`src/rtl/rr_arbiter_lock.sv`:
```
// rr_arbiter_lock: N-way round-robin arbiter with registered one-hot grant
// and grant locking. An owner keeps the grant while its request stays high.
// On release the grant moves straight to the next requester in round-robin
// order, with no idle cycle between owners.
// Optional macro RR_ARB_MAX_HOLD_EN adds a hold limit of MAX_HOLD cycles.
// When the limit is reached and another request is pending, the arbiter
// forces a rotation and pulses preempt.
module rr_arbiter_lock #(
  parameter int N        = 4,
  parameter int MAX_HOLD = 16,
  parameter int IDW      = $clog2(N)
) (
  input  logic           clk,
  input  logic           rst_n,
  input  logic [N-1:0]   req,
  output logic [N-1:0]   gnt,
  output logic           gnt_valid,
  output logic [IDW-1:0] gnt_id,
  output logic           preempt
);

  if (N < 2 || N > 32) begin : g_bad_n
    $error("rr_arbiter_lock: N must be in 2..32");
  end
  if (MAX_HOLD < 2 || MAX_HOLD > 256) begin : g_bad_hold
    $error("rr_arbiter_lock: MAX_HOLD must be in 2..256");
  end

  typedef enum logic {IDLE, GRANT} state_t;

  state_t         state;
  logic [IDW-1:0] ptr;

  // Index after i, wrapping at N. Handles N values that are not powers of 2.
  function automatic logic [IDW-1:0] inc_mod(input logic [IDW-1:0] i);
    return (i == IDW'(N - 1)) ? '0 : i + 1'b1;
  endfunction

  // First set bit of r, searching start, start+1, ... with modulo-N wrap.
  function automatic logic [IDW-1:0] rr_pick(input logic [N-1:0]   r,
                                             input logic [IDW-1:0] start);
    logic [N-1:0]   rot;
    logic [IDW-1:0] pick;
    logic           hit;
    int             pos;
    rot  = N'({r, r} >> start);
    pick = '0;
    hit  = 1'b0;
    pos  = 0;
    for (int k = 0; k < N; k++) begin
      if (!hit && rot[k]) begin
        hit = 1'b1;
        pos = int'(start) + k;
        if (pos >= N) pos = pos - N;
        pick = IDW'(pos);
      end
    end
    return pick;
  endfunction

  logic [N-1:0]   others;
  logic           own_req;
  logic [IDW-1:0] next_start;
  logic [IDW-1:0] idle_pick;
  logic [IDW-1:0] hand_pick;

  // The owner is excluded from the handoff search, so a releasing requester
  // that re-asserts at once still waits for its turn.
  assign others     = req & ~gnt;
  assign own_req    = |(req & gnt);
  assign next_start = inc_mod(gnt_id);
  assign idle_pick  = rr_pick(req, ptr);
  assign hand_pick  = rr_pick(others, next_start);

`ifdef RR_ARB_MAX_HOLD_EN
  localparam int HCW = $clog2(MAX_HOLD);
  localparam logic [HCW-1:0] HOLD_LAST = HCW'(MAX_HOLD - 1);
  logic [HCW-1:0] hold_cnt;
`endif

  logic           take;
  logic [IDW-1:0] take_id;
  logic           go_idle;
  logic           force_rot;

  // Next-owner decision: new grant, forced rotation, release to idle, or hold.
  always_comb begin
    take      = 1'b0;
    take_id   = '0;
    go_idle   = 1'b0;
    force_rot = 1'b0;
    case (state)
      IDLE: begin
        if (|req) begin
          take    = 1'b1;
          take_id = idle_pick;
        end
      end
      GRANT: begin
        if (own_req) begin
`ifdef RR_ARB_MAX_HOLD_EN
          if (hold_cnt == HOLD_LAST && |others) begin
            take      = 1'b1;
            take_id   = hand_pick;
            force_rot = 1'b1;
          end
`endif
        end else if (|others) begin
          take    = 1'b1;
          take_id = hand_pick;
        end else begin
          go_idle = 1'b1;
        end
      end
      default: go_idle = 1'b1;
    endcase
  end

  // Arbiter FSM with registered grant outputs; ptr moves only on grant changes.
  always_ff @(posedge clk or negedge rst_n) begin
    if (!rst_n) begin
      state     <= IDLE;
      ptr       <= '0;
      gnt       <= '0;
      gnt_valid <= 1'b0;
      gnt_id    <= '0;
    end else if (take) begin
      state     <= GRANT;
      ptr       <= inc_mod(take_id);
      gnt       <= N'(1) << take_id;
      gnt_valid <= 1'b1;
      gnt_id    <= take_id;
    end else if (go_idle) begin
      state     <= IDLE;
      ptr       <= next_start;
      gnt       <= '0;
      gnt_valid <= 1'b0;
      gnt_id    <= '0;
    end
  end

`ifdef RR_ARB_MAX_HOLD_EN
  // Hold counter for the current owner; it saturates while nobody else waits.
  always_ff @(posedge clk or negedge rst_n) begin
    if (!rst_n) begin
      hold_cnt <= '0;
      preempt  <= 1'b0;
    end else begin
      preempt <= force_rot;
      if (take || go_idle) begin
        hold_cnt <= '0;
      end else if (state == GRANT && hold_cnt != HOLD_LAST) begin
        hold_cnt <= hold_cnt + 1'b1;
      end
    end
  end
`else
  assign preempt = 1'b0;
`endif

endmodule

```
`config.mk`:
```
export PLATFORM = sky130hd
export DESIGN_NAME = rr_arbiter_lock
export DESIGN_NICKNAME = d
export VERILOG_FILES = /design/src/rtl/rr_arbiter_lock.sv
export SDC_FILE = /design/constraint.sdc
export NUM_CORES = 1
export LEC_CHECK = 0
export CAP_MARGIN = 20
export CORE_MARGIN = 5
export CORE_UTILIZATION = 54
export DETAILED_ROUTE_END_ITERATION = 8
export MAX_ROUTING_LAYER = met4
export PLACE_DENSITY = 0.82
export SYNTH_ARGS = -nofsm -noshare
export SYNTH_HDL_FRONTEND = slang
export SYNTH_SLANG_ARGS = --single-unit
```
`constraint.sdc`:
```
create_clock -name clk -period 3.4 [get_ports clk]
set_input_delay 0.68 -clock clk [delete_from_list [all_inputs] [get_ports clk]]
set_output_delay 0.68 -clock clk [all_outputs]
set_load 0.1 [all_outputs]
```
* Word-level counts from Yosys, hierarchy flattened *
Index checks and enable logic that the tools add are counted.
Widths: inputs -> output; s select.

storage, ports and cells
  register bits = 9
  input port bits = 6
  output and inout bits = 8
  word-level logic and storage cells = 96

cells by class
  shift operators = 3
  $add $sub $neg = 16
  multiplexer cells = 43
  magnitude comparators = 8
  bitwise operators = 4
  eq/ne operators = 2
  reduce and logical (&&, ||, !) cells = 16

operators with widths
  operator             number
  $mux 2               25
  $ge 3x3->1 const B   6
  $shr 8x2->4          2
  $sub 2x1->2 const B  8
  $mux 1               14
  $add 2x2->3 const B  4
  $reduce_or 4->1      3
  $and 4x4->4          2
  $mux 4               2
  $add 2x1->3 const B  2
  $ge 2x3->1 const B   2
  $logic_and 1x1->1    6
  $logic_not 1->1      6
  $add 2x1->2 const B  2
  $eq 2x2->1 const B   2
  $not 4->4            1
  $pmux 2 s2           1
  $shl 1x2->4 const A  1
  $pmux 1 s2           1
  $reduce_bool 2->1    1
  $not 1->1            1

* Logic depth before layout (Yosys ltp) *
  depth after elaboration = 19
  gate-level depth with buffers = 8
  depth with buffers taken out = 8

* Worst setup path before layout *
OpenSTA, ideal clock, no wires.

  path kind = reg2reg
  start point = reg gnt_id[0]
  end point = reg ptr[1]
  slack = 763 ps
  clock period less this slack = 2637 ps
  stages on the path, launching flop included = 9
  arrival time = 2516 ps
  data required time = 3279 ps
  cells stage by stage = dfrtp_1 -> ha_1 -> or2_2 -> a21oi_1 -> nor2_1 -> nor4_2 -> or2_1 -> ha_1 -> a22o_1

between the ends
  longest elaborated chain between the ends = 19

RTL lines
  element                                                               RTL line  RTL
  from (decl)                                                           18        output logic [IDW-1:0] gnt_id,
  from (signal assigned)                                                132       gnt_id <= take_id;
  $add 2x1->2 / $eq 2x2->1 (equally long branches)                      36        return (i == IDW'(N - 1)) ? '0 : i + 1'b1;
  $mux 2 (*)                                                            36
  parallel branches: the longest is 16 deep, another holds $add 2x1->3  n/a
  $mux 2 (*)                                                            127       end else if (take) begin
  to (signal assigned)                                                  129       ptr <= inc_mod(take_id);
  to (signal assigned)                                                  135       ptr <= next_start;
  to (decl)                                                             32        logic [IDW-1:0] ptr;

Every way passes the cells marked *. The select of a mux whose other input is x is not followed.
A chain may end at the register's enable or synchronous reset.

* Final worst setup path *
  start point = in req[0]
  end point = reg ptr[1]

between the ends
  longest elaborated chain between the ends = 18

RTL lines
  element                                           RTL line  RTL
  from (decl)                                       15        input logic [N-1:0] req,
  $and 4x4->4                                       69        assign others = req & ~gnt;
  $shr 8x2->4                                       46        rot = N'({r, r} >> start);
  $mux 1                                            51        if (!hit && rot[k]) begin
  $logic_not 1->1                                   51
  $logic_and 1x1->1                                 51
  $mux 1                                            51
  $logic_not 1->1                                   51
  $logic_and 1x1->1                                 51
  [... 2 more ...]                                  n/a
  $logic_and 1x1->1                                 51
  $mux 2                                            51
  $mux 2                                            108       end else if (|others) begin
  $mux 2                                            100       if (own_req) begin
  $pmux 2 s2                                        92        case (state)
  $add 2x1->2 / $eq 2x2->1 (equally long branches)  36
  $mux 2                                            36
  $mux 2                                            127

Several ways; a longest one is shown, not always the timed one.

==> reports/results.txt <==
The run finished with clean final reports. The total vias in the final route came out at 714. The commonest cells after synthesis are dfrtp_1 (9), nand2_1 (7), a22o_1 (6).

For this design, the slowest cell found on the critical path is clkdlybuf4s50_1. Critical path start-end classification: in -> reg. In this run the worst hold path is classified as reg -> reg. The cell row count was 13; the ratio of cells with drive above 1 in the final layout was 18.4%. Summed over all layers, the global routing overflow is 0. The die covers 2230 um2. Chip height: 47.3 um. The number of enable flip-flop cells after synthesis came out at 0.

Counting every instance in the synthesized netlist gives 84. The tools report the critical path startpoint category as an input pin. The final routed DRC violation total is 0. The logs give 9 for the sink count of the clock tree and 1.32 mm for the detailed placement HPWL.

The number of iterations in the first detailed-routing pass is 4. The area used by sequential logic in the layout came out at 225 um2. TritonCTS built the clock tree. The wire length per cell is 15.2 um. STA puts the critical path data required time at 3.56 ns. Biggest area consumer among synthesized cells: dfrtp_1. During synthesis, Yosys emitted a total of 0 warnings. The worst reg2reg path depth came out at 8. The clock transition at the registers of the reported paths was 0.07 ns; the global routing usage summed across all routing layers was 19.2%. Hold violation total from the final report: 0. The relative area change from synthesis to final layout was 17.7%; the critical-path maximum fanout was 8. The worst endpoint data arrival time was 2.90 ns. The post-synthesis sequential element count is 9. The number of buffers inserted by hold repair at cts is 0, and the cell count of the worst hold path is 1. The run gives 0 as the initial antenna violation count. After the first detailed-routing iteration, the DRC count stood at 26. dfrtp_1 is the most common cell in the netlist. Port buffering added 12 buffers. The clock reaches the later pin of the worst-skew pair after 0.26 ns. For this configuration, the core starts out at a cell density of 57.6%. Based on the critical path, the design can be clocked at up to 0.365 GHz.

The async set-or-reset flop fraction in the synthesized netlist was 100%; the placeable core region was 1300 um2. After detailed placement, the design holds a cell count of 109. The final estimated routing congestion in global placement came out at 0.854. Traced cell by cell, the critical path runs through clkdlybuf4s50_1, a222oi_1, nand3_2, nand2b_4, nor4_2, or2_1, ha_1, a22o_1.

The buffers inserted during post-CTS setup optimization is 0. Once layout is complete, the cells apart from fillers number 113. The clock root buffer was clkbuf_4. Setup repair after global routing left no endpoint under its margin. The longest clock path from root to sink contains 2 buffers.

Counting the fill cells in the layout gives 112. The pin count of the biggest net entering global routing was 11; the multi-input logic area was 485 um2. For this design the top-level I/O count stands at 14. A synthesized cell averages 8.92 um2.

The share of the Yosys chip area taken by registers is 30.1%. The total wire length after detailed routing is 1.71 mm. The final critical path takes up 80.6% of the cycle. The number of inserted diodes came out at 0. The first global-routing pass estimated 2.96 mm of wire. The number of gates resized after cts was 0; the portion of synthesized cell area occupied by the leading cell type was 30.1%. Setup violations remaining at the end of the flow were counted as 0.

The detail route stage leaves a number of antenna-violating nets equal to 0. The run gives 0.00743 ns as the worst clock skew. The number of nets handed over by synthesis was 95. The worst path in the final design needs a cycle of 2.74 ns, including I/O delays and setup.

After detailed routing, the number of vias per cell comes to 6.32. The die is 47.3 um wide. The number of slew-limit violations in the final report is 0, and the largest incremental delay on the critical path is 0.52 ns.

The distinct cell type count of the synthesized netlist was 38; the count of maximum capacitance violations was 0. For this run, the post-layout net count is 110. The run gives 0 ns as the setup total negative slack. STA classifies the critical path endpoint as a flip-flop. The via count of the first global-routing pass came out at 666. Among all flip-flop cells after synthesis, the most frequent one is dfrtp_1. Sorting the synthesized cells by area gives the leading types as dfrtp_1 (30%), ha_1 (8.3%), a22o_1 (7.0%), nand2_1 (3.5%), a21oi_1 (3.3%). In this run, CTS created clock tree buffers numbering 3. The number of H-tree levels is 1. The mapped netlist covers 749 um2.
==> cell type report <==
class,instances,share of cell area (%)
clock buffers,3,2.55
clock inverters,1,0.567
inverters,4,1.70
multi-input cells,68,55.0
flip-flops and latches,9,25.5
well taps,15,2.13
repair buffers,13,12.5
==> cell families after synthesis <==
group                      count (synthesis)  synth area share, %
adders and majority gates                  5                 8.35
AOI/OAI and AO/OA                         27                 26.7
muxes                                      1                 1.34
DFF                                        9                 30.1
buffers and inverters                      7                 5.17
and+or+nand+nor                           34                 27.9
other                                      1                0.500
==> registers in the layout (all words and copies together) (netlist names) <==
signal,count
state,1
ptr,2
gnt_id,2
gnt,4
==> worst paths after layout <==
path	from	end	slack, ns
max reg2reg	gnt_id[0]	ptr[1]	1.09
min in group asynchronous	rst_n	ptr[1]	0.70
max in group asynchronous	rst_n	gnt_id[1]	2.41
max	req[0]	ptr[1]	0.66
min	gnt_id[1]	gnt_id[1]	0.55
min reg2reg	gnt_id[1]	gnt_id[1]	0.55
==> worst max-delay path, delay by kind of cell <==
family,cells,cell delay (ns)
adder cells (fa/ha/maj),1,0.23
AO/OA/AOI/OAI,2,0.62
buffers and inverters,1,0.52
AND/OR/NAND/NOR,4,0.84
==> routing by layer <==
metal	vias up	wire length [um]	track usage, %
met4	0	34	7.73
li1	345	-	-
met2	21	815	29.7
met3	6	86	2.68
met1	342	778	25.0
met5	-	0	-
==> through the flow <==
step                      hold slack, ns  util [%]  area, um2  setup WS (ns)
after floorplan                    0.384         -        749          0.763
after global placement             0.532      65.7        855          0.399
after detailed placement           0.536      65.7        855          0.375
after CTS                          0.552      67.8        882          0.653
after global routing               0.574      67.8        882          0.491
final                              0.553      67.8        882          0.659
==> cell usage in the layout (no fill, tap or decap), types with 2 or more instances in the layout <==
master and count:
nand2_1 7, clkbuf_4 3, ha_1 5, clkdlybuf4s50_1 5, nor2_1 4, or2_1 2
inv_1 4, buf_4 8, a22o_1 6, o21ai_0 4, nand2b_1 4, a21oi_1 5
nor4_1 2, o221ai_1 2, nand4_1 2, dfrtp_1 9, nor2b_1 4
Power is not shown: default switching activity piles up to over one toggle a cycle in this logic, so the estimate is an artifact.
